===== config.mk =====
export PLATFORM = sky130hd
export DESIGN_NAME = ps2_host_tx
export DESIGN_NICKNAME = d
export VERILOG_FILES = /design/src/rtl/ps2_pkg.sv /design/src/rtl/ps2_line_sync.sv /design/src/rtl/ps2_host_tx.sv
export SDC_FILE = /design/constraint.sdc
export NUM_CORES = 1
export LEC_CHECK = 0
export ABC_AREA = 1
export ABC_CLOCK_PERIOD_IN_PS = 2600
export CORE_UTILIZATION = 44
export CTS_CLUSTER_SIZE = 30
export DETAILED_ROUTE_END_ITERATION = 10
export PLACE_DENSITY_LB_ADDON = 0.15
export SYNTH_ARGS = -nofsm -noshare
export SYNTH_HDL_FRONTEND = slang
export SYNTH_SLANG_ARGS = --single-unit

===== constraint.sdc =====
create_clock -name iClk -period 2.6 [get_ports iClk]
set_input_delay 0.52 -clock iClk [delete_from_list [all_inputs] [get_ports iClk]]
set_output_delay 0.52 -clock iClk [all_outputs]
set_load 0.005 [all_outputs]

===== src/rtl/ps2_pkg.sv =====
// Shared PS/2 definitions: transmitter states and default timing.
// Cycle counts assume the 10 MHz keyboard-port clock.
package ps2_pkg;

  typedef enum logic [2:0] {
    IDLE,
    INHIBIT,
    RTS,
    SHIFT,
    ACK,
    WAIT_IDLE,
    DONE,
    ERROR
  } ps2_state_e;

  localparam int INHIBIT_DEF = 1000;
  localparam int TIMEOUT_DEF = 150000;
  localparam int FRAME_LEN   = 11;

endpackage


===== src/rtl/ps2_line_sync.sv =====
// Two-flop synchronizers for the PS/2 pins plus a falling-edge
// strobe on the synchronized clock; shared with the receive path.
module ps2_line_sync (
  input  logic clk,
  input  logic rst,
  input  logic ps2_clk,
  input  logic ps2_dat,
  output logic clk_sync,
  output logic dat_sync,
  output logic fall
);

  logic clk_meta;
  logic dat_meta;
  logic clk_prev;

  // Idle bus level is high, so reset to 1 to avoid a fake edge.
  always_ff @(posedge clk or posedge rst) begin
    if (rst) begin
      clk_meta <= 1'b1;
      clk_sync <= 1'b1;
      clk_prev <= 1'b1;
      dat_meta <= 1'b1;
      dat_sync <= 1'b1;
    end else begin
      clk_meta <= ps2_clk;
      clk_sync <= clk_meta;
      clk_prev <= clk_sync;
      dat_meta <= ps2_dat;
      dat_sync <= dat_meta;
    end
  end

  assign fall = clk_prev & ~clk_sync;

endmodule


===== src/rtl/ps2_host_tx.sv =====
// Host-to-device PS/2 command transmitter with ACK check and a
// whole-transaction timeout; drives the lines via output enables.
module ps2_host_tx
  import ps2_pkg::*;
#(
  parameter int INHIBIT_CYCLES = INHIBIT_DEF,
  parameter int TIMEOUT_CYCLES = TIMEOUT_DEF
) (
  input  logic       iClk,
  input  logic       iRst,
  input  logic [7:0] iData,
  input  logic       iSend,
  output logic       oBusy,
  output logic       oDone,
  output logic       oError,
  input  logic       iPs2Clk,
  input  logic       iPs2Dat,
  output logic       oPs2ClkOe,
  output logic       oPs2DatOe
);

  localparam int TW = $clog2(TIMEOUT_CYCLES + 1);

  ps2_state_e state;
  logic [8:0] sr;
  logic [3:0] bits;
  logic [TW-1:0] tmo;
  logic clk_sync;
  logic dat_sync;
  logic fall;

  ps2_line_sync u_sync (
    .clk      (iClk),
    .rst      (iRst),
    .ps2_clk  (iPs2Clk),
    .ps2_dat  (iPs2Dat),
    .clk_sync (clk_sync),
    .dat_sync (dat_sync),
    .fall     (fall)
  );

  always_ff @(posedge iClk or posedge iRst) begin
    if (iRst) begin
      state     <= IDLE;
      sr        <= '0;
      bits      <= '0;
      tmo       <= '0;
      oBusy     <= 1'b0;
      oDone     <= 1'b0;
      oError    <= 1'b0;
      oPs2ClkOe <= 1'b0;
      oPs2DatOe <= 1'b0;
    end else begin
      oDone  <= 1'b0;
      oError <= 1'b0;
      if (oBusy && tmo != TW'(TIMEOUT_CYCLES))
        tmo <= tmo + 1'b1;
      // oBusy is high exactly in the states the timeout guards.
      if (oBusy && tmo == TW'(TIMEOUT_CYCLES - 1)) begin
        state     <= ERROR;
        oBusy     <= 1'b0;
        oError    <= 1'b1;
        oPs2ClkOe <= 1'b0;
        oPs2DatOe <= 1'b0;
      end else begin
        unique case (state)
          IDLE: begin
            if (iSend) begin
              state     <= INHIBIT;
              sr        <= {~^iData, iData};
              bits      <= '0;
              tmo       <= '0;
              oBusy     <= 1'b1;
              oPs2ClkOe <= 1'b1;
            end
          end
          INHIBIT: begin
            if (tmo == TW'(INHIBIT_CYCLES - 2))
              oPs2DatOe <= 1'b1;
            if (tmo == TW'(INHIBIT_CYCLES - 1)) begin
              oPs2ClkOe <= 1'b0;
              state     <= RTS;
            end
          end
          RTS: state <= SHIFT;
          SHIFT: begin
            if (fall) begin
              bits <= bits + 1'b1;
              if (bits == 4'(FRAME_LEN - 1)) begin
                state <= ACK;
              end else begin
                // Ones shift in, so the tenth edge releases the stop bit.
                oPs2DatOe <= ~sr[0];
                sr        <= {1'b1, sr[8:1]};
              end
            end
          end
          ACK: begin
            oPs2DatOe <= 1'b0;
            if (dat_sync) begin
              state  <= ERROR;
              oBusy  <= 1'b0;
              oError <= 1'b1;
            end else begin
              state <= WAIT_IDLE;
            end
          end
          WAIT_IDLE: begin
            if (clk_sync && dat_sync) begin
              state <= DONE;
              oBusy <= 1'b0;
              oDone <= 1'b1;
            end
          end
          DONE:    state <= IDLE;
          ERROR:   state <= IDLE;
          default: state <= IDLE;
        endcase
      end
    end
  end

endmodule

==> reports/results.txt <==
GRT Resource Usage Total: 0.201
run status: complete, no violations
Seq pwr share: 0.373
r2r endpoint: sr[7]
ANT cells: 0
number of enable flip-flop cells after synthesis: 0
Place WS: 0.566 ns
RSZ-0062 raised after global routing: false
worst r2r src: state[2]
Site Rows: 29
most frequent cells in the layout: nand2_1 (119), nor2_1 (54), inv_1 (42)
Detail Route Antenna Nets: 0
die width: 82.7 um
final wirelength: 5.94 mm
setup TNS: 0 ns
Comb pwr share: 0.413
Setup Buffers After CTS: 0
drt via density: 4.99
Max Cap Viol: 0
delay-heaviest family, CP: simple AND/OR/NAND/NOR gates
Seq/Total Area, Yosys: 0.387
Total Power: 2.66 mW
most used cell, CP: o21ai_2
post-synth cell types: 32
R2R depth: 8
Hold Crit Endpoint: u_sync.clk_sync
FMAX: 516 MHz
Mapped Cells: 387
WL/cell: 12.2 um
total die area: 0.00683 mm^2
Final GP Congestion: 0.849
total number of vias: 2419
ys flop type: dfrtp_1
cell count of the worst hold path: 0
Initial Utilization: 0.453
largest net degree at the start of global routing: 28
leak pwr: 1.60 nW
Detailed Route Iter0 Violations: 115
synthesis-stage register bit count: 44
# setup viols final: 0
Ports: 18
Skew-Pair Late Insertion Delay: 0.30 ns
syn nets: 405
final worst path period share: 0.745
post_cts resized: 0
Hold Buf Count CTS: 0
Clock Skew: 0.00458 ns
P per Cell Area: 826 mW/mm^2
Worst setup SP type: flop
fin nets: 425
H-tree levels: 2
Rel. slew slack: 0.721
Layout area overhead: 12.4%
Max Root-Sink Buffers: 2
worst-margin pin slew: 0.418 ns
Worst Path Arrival: 2.14 ns
internal power: 1.58 mW
Psw: 1.08 mW
die height: 82.7 um
asr flop ratio synth: 1.00
CP cell instances: inv_1 > nand3_2 > inv_2 > o21ai_2 > nor2_4 > nand3_4 > nand2_1 > o21ai_2
clock root buffer: clkbuf_8
Syn. warnings: 0
Max VDD drop: 418 uV
DR DRC count: 0
final setup margin: 0.662 ns
# fillers: 639
most common cell after layout, fill and taps aside: nand2_1
Crit Path Max Fanout: 18
switching share of power: 0.405
share of cells above drive strength 1: 0.142
clock transition at the registers of the reported paths: 0.09 ns
First-pass DRT Iterations: 4
CP endpoint kind: flop
vias in the first global route: 2286
beginning of the worst hold path: u_sync.clk_meta
Post-DP HPWL: 4.47 mm
initial antenna violation count: 0
slowest stage delay, CP: 0.41 ns
minimum clock period: 1.94 ns
Clk network pwr share: 0.214
max-slew violation count: 0
core area: 0.00631 mm^2
CTS tree: done
min-delay worst type: flop to flop
Clock Sinks: 44
first-pass GRT wire length: 10.5 mm
crit path buf inv count: 2
r2r setup slk: 0.66 ns
slowest cell on the critical path: dfrtp_1
Setup CP Type: flop to flop
Syn Area/Cell: 7.40 um^2
CTS Buf Count: 5
synthesized area: 0.00286 mm^2
PortBufs: 17
WP data required: 2.80 ns
final-report hold violation count: 0
grt total ovfl: 0
-- power groups by stage --
stage	Combinational [mW]	Sequential [mW]	Clock, mW
2_1_floorplan	0.958	0.964	0
3_3_place_gp	1.09	1.00	0
3_5_place_dp	1.11	1.00	0
4_1_cts	1.11	0.990	0.584
5_1_grt	1.28	1.02	0.610
6_report	1.10	0.992	0.568
-- cell usage after synthesis (2+ instances only) --
| cell type | n | area, um^2 |
|---|---|---|
| nor2_2 | 3 | 18.8 |
| nand4_1 | 9 | 56.3 |
| dfrtp_1 | 39 | 976 |
| inv_1 | 43 | 161 |
| nand2_2 | 9 | 56.3 |
| mux2i_1 | 8 | 80.1 |
| nor2_4 | 5 | 56.3 |
| inv_2 | 4 | 15.0 |
| nor3_1 | 2 | 10.0 |
| buf_6 | 2 | 22.5 |
| o21ai_2 | 13 | 114 |
| nand3_2 | 4 | 40.0 |
| a22oi_1 | 2 | 15.0 |
| nor2_1 | 54 | 203 |
| o21ai_0 | 9 | 45.0 |
| xor2_1 | 4 | 35.0 |
| dfstp_2 | 5 | 131 |
| ha_1 | 5 | 62.6 |
| xnor2_1 | 7 | 61.3 |
| a21oi_1 | 7 | 35.0 |
| nand3_1 | 23 | 115 |
| nand2_1 | 119 | 447 |
| buf_2 | 2 | 10.0 |
-- worst max-delay path by stage --
stage	start	endpoint	cells after the start	slack (ns)
2_1_floorplan	tmo[1]	sr[0]	9	1.05
3_3_place_gp	iSend	sr[7]	8	0.60
3_5_place_dp	iSend	sr[7]	8	0.57
4_1_cts	state[2]	sr[7]	8	0.64
5_1_grt	state[2]	sr[7]	8	0.47
6_report	state[2]	sr[7]	8	0.66
-- cells by family (layout without fill, tap and decap cells) --
kind of cell,after synthesis,count (layout),synth area share
adder cells (fa/ha/maj),5,5,0.0219
AO/OA/AOI/OAI,33,33,0.0787
flip-flops,44,44,0.387
multiplexers,8,8,0.0280
buffers and inverters,53,74,0.0826
XOR/XNOR,11,11,0.0337
AND/OR/NAND/NOR,233,233,0.368
-- layout make-up --
type,count,area [um^2],share of cell area
multi-input combinational,290,1520,0.472
sequential,44,1110,0.344
timing repair buffer,19,198,0.0614
inverter,47,176,0.0548
tap,77,96.3,0.0299
clock buffer,6,82.6,0.0257
clock inverter,2,38.8,0.0121
-- sequential cells by signal, indices dropped and copies added (netlist names) --
register         cells
oBusy                1
tmo                 18
u_sync.dat_meta      1
oPs2ClkOe            1
oDone                1
oPs2DatOe            1
state                3
oError               1
u_sync.clk_meta      1
bits                 4
sr                   9
u_sync.dat_sync      1
u_sync.clk_prev      1
u_sync.clk_sync      1
-- routing by layer --
layer  share of wire  wire, um  global-route usage
met3           0.033       193              0.0407
met5               0         0                   0
met1            0.50      2980               0.276
met4          0.0098        58              0.0621
met2            0.46      2710               0.317
-- per-stage QoR --
step	instance area, um^2	instances	util	hold slack [ns]
detailed placement	3100	477	0.490	0.352
finish	3220	485	0.510	0.362
global route	3220	485	0.510	0.371
CTS	3220	485	0.510	0.369
floorplan	2860	387	-	0.345
global placement	3100	477	0.490	0.345
Power figures use the tool's default switching activity.
